<file path="config.mk">
export PLATFORM = sky130hd
export DESIGN_NAME = bcd_event_counter
export DESIGN_NICKNAME = d
export VERILOG_FILES = /design/src/rtl/bcd_event_counter_pkg.sv /design/src/rtl/bcd_event_counter_btn_debounce.sv /design/src/rtl/bcd_event_counter.sv
export SDC_FILE = /design/constraint.sdc
export NUM_CORES = 1
export LEC_CHECK = 0
export CORE_ASPECT_RATIO = 1.25
export CORE_MARGIN = 10
export CORE_UTILIZATION = 55
export CTS_CLUSTER_DIAMETER = 30
export DETAILED_ROUTE_END_ITERATION = 10
export GPL_TIMING_DRIVEN = 0
export PLACE_DENSITY = 0.79
export SYNTH_ARGS = -nofsm -noshare
export SYNTH_HDL_FRONTEND = slang
export SYNTH_HIERARCHICAL = 1
export SYNTH_SLANG_ARGS = --single-unit
</file>
<file path="constraint.sdc">
create_clock -name clk -period 5.05 [get_ports clk]
set_clock_uncertainty 0.05 [all_clocks]
set_input_delay 1.01 -clock clk [delete_from_list [all_inputs] [get_ports clk]]
set_output_delay 1.01 -clock clk [all_outputs]
set_load 0.02 [all_outputs]
</file>
<file path="src/rtl/bcd_event_counter_pkg.sv">
// Shared definitions for the BCD event counter: digit geometry, packed count
// type, per-cycle count action and debounce counter width.
package bcd_event_counter_pkg;

    localparam int unsigned DigitWidth = 4;
    localparam int unsigned NumDigits  = 3;
    localparam int unsigned CountWidth = DigitWidth * NumDigits;

    // Wide enough for the largest legal DB_CYCLES (2^24-1).
    localparam int unsigned DbCntWidth = 24;

    typedef logic [DigitWidth-1:0] bcd_digit_t;

    localparam bcd_digit_t DigitMax = 4'd9;

    // Index 2 = hundreds, 1 = tens, 0 = ones.
    typedef logic [NumDigits-1:0][DigitWidth-1:0] bcd_count_t;

    typedef enum logic [1:0] {
        ActHold,
        ActInc,
        ActDec,
        ActClr
    } count_act_e;

    // True when every digit of the count is a legal decimal digit.
    function automatic logic count_valid(input bcd_count_t count);
        logic ok;
        ok = 1'b1;
        for (int i = 0; i < NumDigits; i++) begin
            if (count[i] > DigitMax) begin
                ok = 1'b0;
            end
        end
        return ok;
    endfunction

endpackage

</file>
<file path="src/rtl/bcd_event_counter_btn_debounce.sv">
// Push-button front end: two-flop synchronizer, optional stability filter and
// a registered one-cycle press pulse on the filtered 0->1 transition.
// The filter is built only when BCD_COUNTER_DEBOUNCE_EN is defined; otherwise
// the filtered level is the synchronized level and DB_CYCLES is unused.
module btn_debounce
    import bcd_event_counter_pkg::*;
#(
    parameter int unsigned DB_CYCLES = 1000000
) (
    input  logic i_clk,
    input  logic i_rst_n,
    input  logic i_btn,
    output logic o_press
);

    logic [1:0] r_sync;
    logic       w_level;
    logic       r_level_d;
    logic       r_press;

    // Bring the raw button into the clock domain.
    always_ff @(posedge i_clk or negedge i_rst_n) begin
        if (!i_rst_n) begin
            r_sync <= 2'b00;
        end else begin
            r_sync <= {r_sync[0], i_btn};
        end
    end

`ifdef BCD_COUNTER_DEBOUNCE_EN
    localparam logic [DbCntWidth-1:0] DbLast = DbCntWidth'(DB_CYCLES - 1);

    logic [DbCntWidth-1:0] r_cnt;
    logic                  r_filt;

    // Count consecutive cycles of disagreement; any agreement restarts at 0.
    always_ff @(posedge i_clk or negedge i_rst_n) begin
        if (!i_rst_n) begin
            r_cnt  <= '0;
            r_filt <= 1'b0;
        end else if (r_sync[1] == r_filt) begin
            r_cnt <= '0;
        end else if (r_cnt == DbLast) begin
            r_filt <= r_sync[1];
            r_cnt  <= '0;
        end else begin
            r_cnt <= r_cnt + 1'b1;
        end
    end

    assign w_level = r_filt;
`else
    assign w_level = r_sync[1];
`endif

    // Registered rising-edge detect on the filtered level.
    always_ff @(posedge i_clk or negedge i_rst_n) begin
        if (!i_rst_n) begin
            r_level_d <= 1'b0;
            r_press   <= 1'b0;
        end else begin
            r_level_d <= w_level;
            r_press   <= w_level & ~r_level_d;
        end
    end

    assign o_press = r_press;

endmodule

</file>
<file path="src/rtl/bcd_event_counter.sv">
// Three-digit BCD up/down counter driven by three debounced push-buttons.
// Clear wins over up/down; simultaneous up and down cancel. wrap pulses for
// one cycle on 999->000 or 000->999. Filtering is enabled by defining
// BCD_COUNTER_DEBOUNCE_EN (see btn_debounce).
module bcd_event_counter
    import bcd_event_counter_pkg::*;
#(
    parameter int unsigned DB_CYCLES = 1000000
) (
    input  logic                  clk,
    input  logic                  rst_n,
    input  logic                  btn_up,
    input  logic                  btn_down,
    input  logic                  btn_clr,
    output logic [CountWidth-1:0] decimals,
    output logic                  wrap
);

    logic           w_up_press;
    logic           w_down_press;
    logic           w_clr_press;

    bcd_count_t     r_count;
    logic           r_wrap;

    bcd_count_t     w_inc;
    bcd_count_t     w_dec;
    logic [NumDigits:0] w_carry;
    logic [NumDigits:0] w_borrow;
    count_act_e     w_act;
    bcd_count_t     w_next;
    logic           w_next_wrap;

    btn_debounce #(
        .DB_CYCLES (DB_CYCLES)
    ) u_db_up (
        .i_clk   (clk),
        .i_rst_n (rst_n),
        .i_btn   (btn_up),
        .o_press (w_up_press)
    );

    btn_debounce #(
        .DB_CYCLES (DB_CYCLES)
    ) u_db_down (
        .i_clk   (clk),
        .i_rst_n (rst_n),
        .i_btn   (btn_down),
        .o_press (w_down_press)
    );

    btn_debounce #(
        .DB_CYCLES (DB_CYCLES)
    ) u_db_clr (
        .i_clk   (clk),
        .i_rst_n (rst_n),
        .i_btn   (btn_clr),
        .o_press (w_clr_press)
    );

    // Ripple BCD increment and decrement; a digit at/above 9 folds to 0 on
    // increment so an illegal digit can never survive a count step.
    always_comb begin
        w_inc       = r_count;
        w_dec       = r_count;
        w_carry     = '0;
        w_borrow    = '0;
        w_carry[0]  = 1'b1;
        w_borrow[0] = 1'b1;
        for (int i = 0; i < NumDigits; i++) begin
            if (w_carry[i]) begin
                if (r_count[i] >= DigitMax) begin
                    w_inc[i]     = '0;
                    w_carry[i+1] = 1'b1;
                end else begin
                    w_inc[i] = r_count[i] + 4'd1;
                end
            end
            if (w_borrow[i]) begin
                if (r_count[i] == '0) begin
                    w_dec[i]      = DigitMax;
                    w_borrow[i+1] = 1'b1;
                end else if (r_count[i] > DigitMax) begin
                    w_dec[i] = DigitMax;
                end else begin
                    w_dec[i] = r_count[i] - 4'd1;
                end
            end
        end
    end

    // Decode this cycle's press pulses into a single action.
    always_comb begin
        w_act = ActHold;
        if (w_clr_press) begin
            w_act = ActClr;
        end else if (w_up_press && !w_down_press) begin
            w_act = ActInc;
        end else if (w_down_press && !w_up_press) begin
            w_act = ActDec;
        end
    end

    // Select next count and wrap flag from the decoded action.
    always_comb begin
        w_next      = r_count;
        w_next_wrap = 1'b0;
        unique case (w_act)
            ActInc: begin
                w_next      = w_inc;
                w_next_wrap = w_carry[NumDigits];
            end
            ActDec: begin
                w_next      = w_dec;
                w_next_wrap = w_borrow[NumDigits];
            end
            ActClr: begin
                w_next = '0;
            end
            default: begin
                w_next = r_count;
            end
        endcase
    end

    // Count and wrap registers.
    always_ff @(posedge clk or negedge rst_n) begin
        if (!rst_n) begin
            r_count <= '0;
            r_wrap  <= 1'b0;
        end else begin
            r_count <= w_next;
            r_wrap  <= w_next_wrap;
        end
    end

    assign decimals = r_count;
    assign wrap     = r_wrap;

    digits_valid_a : assert property (@(posedge clk) disable iff (!rst_n) count_valid(r_count));

endmodule

</file>
==> results of run 1 <==
## worst reg2reg max path, stage by stage (launching register included)
cell      delay [ps]
dfrtp_1          370
inv_1             40
a21oi_1          260
inv_1            110
ha_1             260
or2_1            210
clkbuf_1         180
a21oi_1          380
mux2i_1          140
a221oi_1         280
## per-stage QoR
stage | instances | total power, W | util
floorplan | 160 | 0.000714 | -
global placement | 211 | 0.000877 | 0.653
detailed placement | 211 | 0.000906 | 0.653
CTS | 215 | 0.000996 | 0.663
global route | 215 | 0.00108 | 0.663
finish | 215 | 0.000993 | 0.663
## power by group
| part | internal [W] | switching, W | total [W] | leakage, nW |
|---|---|---|---|---|
| combinational | 0.000257 | 0.000321 | 0.000578 | 0.474 |
| clock | 0.0000297 | 0.0000598 | 0.0000895 | 0.0177 |
| sequential | 0.000249 | 0.0000763 | 0.000325 | 0.308 |
| total | 0.000535 | 0.000457 | 0.000993 | 0.801 |
## final timing paths
kind	end	start	slack, ps
max in group asynchronous	decimals[4]	rst_n	3110
max	decimals[11]	decimals[11]	2470
min	u_db_down/r_sync[1]	u_db_down/r_sync[0]	320
min reg2reg	u_db_down/r_sync[1]	u_db_down/r_sync[0]	320
min in group asynchronous	decimals[10]	rst_n	1200
max reg2reg	decimals[4]	u_db_down/o_press	2660
## synth_stat cells, types with 2 or more instances
library cell  number
nor3_1             7
or2_1              2
clkbuf_1           4
o22ai_1            2
a221oi_1           3
nand2_1            6
a2111o_1           2
mux2i_1            4
nor3b_1            2
o21bai_1           2
dfrtp_1           25
nand2b_1           2
nor2_1            14
a22oi_1            2
nand3_1            3
ha_1              15
nor2b_4            3
a32oi_1            3
a21o_1             2
inv_1             15
a21oi_1            9
o21ai_1            7
o21ai_0            4
## logic make-up (layout without fill, tap and decap cells)
kind of cell	Yosys count	after routing	share of synthesized area
muxes	4	4	0.0257
adders and majority gates	15	15	0.121
AOI/OAI and AO/OA	48	48	0.221
and+or+nand+nor	47	47	0.174
DFF	25	25	0.402
buffers and inverters	21	42	0.0563
## layer usage
| layer | wire length (um) | part of all wire | vias to the layer above |
|---|---|---|---|
| met1 | 1380 | 0.43 | 608 |
| met2 | 1620 | 0.50 | 27 |
| met3 | 136 | 0.042 | 9 |
| met4 | 86 | 0.027 | 0 |
| li1 | - | - | 616 |
| met5 | 0 | 0 | - |
## registers in the layout (all words and copies together), names as in the netlist
register / cells
u_db_up/r_sync: 2
u_db_up/r_level_d: 1
u_db_clr/o_press: 1
u_db_clr/r_level_d: 1
u_db_up/o_press: 1
u_db_clr/r_sync: 2
u_db_down/o_press: 1
u_db_down/r_sync: 2
u_db_down/r_level_d: 1
decimals: 12
wrap: 1
## area by class of cell
class | instances | area (um2) | share of cell area
multi-input combinational | 114 | 842 | 0.469
sequential | 25 | 626 | 0.348
timing repair buffer | 17 | 170 | 0.0948
inverter | 15 | 56.3 | 0.0314
tap | 34 | 42.5 | 0.0237
buffer | 6 | 31.3 | 0.0174
clock buffer | 3 | 22.5 | 0.0125
clock inverter | 1 | 5.00 | 0.00279
==> out/metrics.yaml, run 1 <==
min_path:
  hold_path_depth: 0
  min_path_type: "reg -> reg"
grt:
  use_met1: 0.140
  first_pass_grt_wire_length_mm: 5.45
  grt_pass1_vias: 1266
  globalRouteTotalUtil: 0.126
  grt_overflow_total: 0
  met2_usage: 0.219
  largest_net_degree_at_the_start_of_global_routing: 26
  grt_most_used_layer: "met2"
  groute.layer.met3.usage: 0.0281
  antenna_violations_before_repair: 0
detailed_routing:
  drc_errors: 0
  drt_wl_total_mm: 3.22
  num_vias: 1260
  routed_via_density: 5.86
  route.antenna.remaining_nets: 0
  firstDrtPassIters: 4
  drt_iter0_drc: 65
  detail_route.wl_per_cell_um: 15.0
logic_synthesis:
  synth_edf_count: 0
  ys_seq_elements: 25
  yosys_most_used_dff: "dfrtp_1"
  post-synth-top-area-cell: "dfrtp_1"
  synthesis.nets: 180
  synth.top_cell.area_share: 0.402
  fraction_of_the_yosys_area_taken_by_sequential_cells: 0.402
  post_synth_num_cell_types: 45
  avgSynthCellArea_um2: 9.72
  synth_instances: 160
  synth.yosys.warnings: 6
  synthTopCellsByArea: "dfrtp_1 (40%), ha_1 (12%), inv_1 (3.6%)"
  async_flop_share: 1.00
  syn_area_um2: 1560
timing:
  hold-worst-slack_ps: 319
  hold_violation_total_from_the_final_report: 0
  timing_max_transition_violations_final: 0
  max-slew-margin-rel: 0.280
  postLayoutSetupSlackWorst_ps: 2470
  grt_setup_unrepaired: "no"
  setup_total_negative_slack_ps: 0
  timing.final.crit_period_ps: 2580
  tightest_pin_transition_ps: 1080
  finalCritPeriodShare: 0.510
  maxClockFrequency_mhz: 388
  report.final.setup_viol: 0
clock_network:
  cts_root_buffer: "clkbuf_4"
  postCtsSetupRepairBufs: 0
  cts_tree: "yes"
  insertion_delay_ps: 320
  cts_resized: 0
  cts_hold_buf: 0
  number_of_buffers_between_clock_root_and_the_deepest_sink: 2
  cts-htree-levels: 1
  numCtsBuffers: 3
  clk_pin_slew_worst_paths_ps: 130
  clkSinkCount: 25
critical_path:
  worst-endpoint-arrival_ps: 1520
  critical_path_depth: 1
  worst-path-buf-inv: 1
  largest_delay_contributor_family_on_the_critical_path: "buffers and inverters"
  worst-path-max-fanout: 9
  type_of_element_capturing_the_critical_path: "output pin"
  worst_setup_path_type: "reg -> out"
  rr_worst_depth: 9
  timing.critical_path.slowest_stage_cell: "clkdlybuf4s50_1"
  timing.critical_path.required_ps: 3990
  setup.worst_path.start_class: "flop"
  cp_cell_sequence: "clkdlybuf4s50_1"
  critical_path.max_stage_delay_ps: 690
cells_and_area:
  number_of_antenna_diodes: 0
  finalNetCount: 202
  most_common_cell_after_layout_fill_and_taps_aside: "dfrtp_1"
  drive_gt1_frac: 0.0608
  design_area_um2: 1800
  layout_common_cells: "dfrtp_1 (25), clkdlybuf4s50_1 (17), inv_1 (15), ha_1 (15), nor2_1 (14)"
  layout-area-overhead-vs-synth_pct: 15.4
  filler_cell_count: 215
power:
  leakagePower_nw: 0.801
  max-vdd-ir-drop_mv: 0.287
  powerDensity_nw_per_um2: 553
floorplanning:
  chipWidth_um: 67.6
  floorplan.die_area_um2: 5370
  core_area_um2: 2710
  fp.dieH_um: 79.5
  rows: 21
  start_util: 0.575
  boundaryPins: 18
run:
  drv_cap: 0
placed_design:
  place_hpwl_mm: 2.44
  port-buffer-count: 17
  dp_slack_ps: 2610
  place.gp.congestion: 0.857
  dpl_cell_area_um2: 1770
run_status:
  run_status: "completed"
(Power assumes the default switching activity.)
==> run 2: changes to the inputs <==
Clock period 5.05 ns to 2.55 ns, I/O delays scaled along.
==> out/metrics.yaml, run 2 (synthesized netlist as in run 1, its figures left out) <==
clock_network:
  numCtsBuffers: 3  # unchanged
  cts_tree: "yes"
  number_of_buffers_between_clock_root_and_the_deepest_sink: 2  # unchanged
  clk_pin_slew_worst_paths_ps: 130  # about the same
  postCtsSetupRepairBufs: 0  # unchanged
  cts_root_buffer: "clkbuf_4"
  cts-htree-levels: 1  # unchanged
  clkSinkCount: 25  # unchanged
  insertion_delay_ps: 320  # about the same
grt:
  grt_overflow_total: 0  # unchanged
  first_pass_grt_wire_length_mm: 5.45  # unchanged
  globalRouteTotalUtil: 0.126  # unchanged
  largest_net_degree_at_the_start_of_global_routing: 26  # unchanged
  antenna_violations_before_repair: 0  # unchanged
  grt_pass1_vias: 1266  # unchanged
power:
  clkPwrFrac: 0.089  # about the same
  power.internal_w: 0.00106  # +98%
  powerDensity_nw_per_um2: 1090  # +98%
  seq_power_share: 0.328  # about the same
  leakagePower_nw: 0.801  # about the same
  switchingPower_w: 0.000905  # +98%
  share_comb_of_total_power: 0.583  # about the same
  power_switching_share: 0.460  # -0.000745
  max-vdd-ir-drop_mv: 0.566  # +97%
detailed_routing:
  detail_route.wl_per_cell_um: 14.8  # -1.2%
  route.antenna.remaining_nets: 0  # unchanged
  firstDrtPassIters: 4  # unchanged
  routed_via_density: 5.85  # -0.16%
  num_vias: 1258  # -0.16%
  drc_errors: 0  # unchanged
  drt_iter0_drc: 54  # -17%
  drt_wl_total_mm: 3.18  # -1.2%
critical_path:
  worst-endpoint-arrival_ps: 2460  # +940 ps
  rr_worst_depth: 6  # -3
  timing.rr.start: "decimals[4]"
  timing.critical_path.required_ps: 2730  # -1260 ps
  setup.worst_path.start_class: "flop"
  worst_setup_path_type: "reg -> reg"
  worst-path-max-fanout: 8  # -1
  register_to_register_setup_slack_ps: 270  # -2390 ps
  type_of_element_capturing_the_critical_path: "flop"
  r2r_end: "decimals[11]"
timing:
  maxClockFrequency_mhz: 438
  max-slew-margin-rel: 0.284  # +0.00400
  grt_setup_unrepaired: "no"
  finalCritPeriodShare: 0.896
  tightest_pin_transition_ps: 1070  # -5.99 ps
  report.final.setup_viol: 0  # unchanged
  timing_max_transition_violations_final: 0  # unchanged
  timing.final.crit_period_ps: 2280
  hold_violation_total_from_the_final_report: 0  # unchanged
  setup_total_negative_slack_ps: 0  # unchanged
cells_and_area:
  layout_common_cells: "dfrtp_1 (25), clkdlybuf4s50_1 (17), inv_1 (15), ha_1 (15), nor2_1 (14)"
  finalCoreUtilization: 0.665  # +0.00139
  number_of_antenna_diodes: 0  # unchanged
  most_common_cell_after_layout_fill_and_taps_aside: "dfrtp_1"
  finalNetCount: 202  # unchanged
  drive_gt1_frac: 0.0663  # +0.00552
  layout-area-overhead-vs-synth_pct: 15.7
  largest_reg_flops: 12  # unchanged
floorplanning:
  rows: 21  # unchanged
  core_area_um2: 2710  # unchanged
  floorplan.die_area_um2: 5370  # unchanged
  fp.dieH_um: 79.5  # unchanged
  chipWidth_um: 67.6  # unchanged
  start_util: 0.575  # unchanged
  boundaryPins: 18  # unchanged
min_path:
  worst_hold_startpoint: "u_db_down/r_sync[0]"
  timing.hold.worst_endpoint: "u_db_down/r_sync[1]"
  hold_path_depth: 0  # unchanged
  min_path_type: "reg -> reg"
placed_design:
  place.gp.congestion: 0.857  # unchanged
  port-buffer-count: 17  # unchanged
  place_hpwl_mm: 2.44  # unchanged
run_status:
  run_status: "completed"
run:
  drv_cap: 0  # unchanged
run 2: worst max-delay path by stage:
| stage | from | to | slack, ps | cells after the start |
|---|---|---|---|---|
| 2_1_floorplan | decimals[4] | decimals[11] | 360 | 6 |
| 3_3_place_gp | u_db_down/o_press | decimals[4] | 340 | 9 |
| 3_5_place_dp | u_db_down/o_press | decimals[4] | 220 | 9 |
| 4_1_cts | u_db_down/o_press | decimals[4] | 170 | 9 |
| 5_1_grt | decimals[4] | decimals[11] | 90 | 6 |
| 6_report | decimals[4] | decimals[11] | 270 | 6 |
run 2: layout make-up:
class / count / area, um2
plain buffers: 6 / 31.3
clock inverters: 1 / 5.00
inverters: 15 / 56.3
clock buffers: 3 / 22.5
multi-input cells: 114 / 846
well taps: 34 / 42.5
flip-flops and latches: 25 / 626
fillers: 215 / 907
repair buffers: 17 / 170
run 2: power by group through the flow:
| stage | registers [W] | logic [W] | clock network, W |
|---|---|---|---|
| final | 0.000645 | 0.00115 | 0.000175 |
| after global placement | 0.000638 | 0.00110 | 0 |
| after floorplan | 0.000723 | 0.000691 | 0 |
| after CTS | 0.000644 | 0.00115 | 0.000183 |
| after global routing | 0.000664 | 0.00128 | 0.000199 |
| after detailed placement | 0.000654 | 0.00114 | 0 |
run 2: critical path: stages, from the launching register on:
cell       delay (ps)
dfrtp_1           480
inv_1             130
ha_1              250
or3b_1            210
o2111ai_1         150
a2111o_1          560
o41ai_2           360
run 2: what timing repair did:
item                                    4_1_cts  5_1_grt
resized for setup                             0        1
endpoints found under the setup margin        0        1
hold buffers                                  0        0
run 2: metrics by stage:
stage                     setup WS [ps]  total power [W]  cells  area, um2  hold slack (ps)
after global routing               91.4          0.00214    215       1800              326
after CTS                           165          0.00197    215       1800              323
after detailed placement            215          0.00179    211       1770              290
after global placement              336          0.00174    211       1770              291
after floorplan                     357          0.00141    160       1560              164
final                               265          0.00197    215       1800              319
run 2: routing by layer:
metal	track usage	up-vias	wire, um
li1	-	617	-
met1	0.140	608	1370
met2	0.219	25	1610
met3	0.0281	8	135
met4	0.0556	0	74
met5	0	-	0
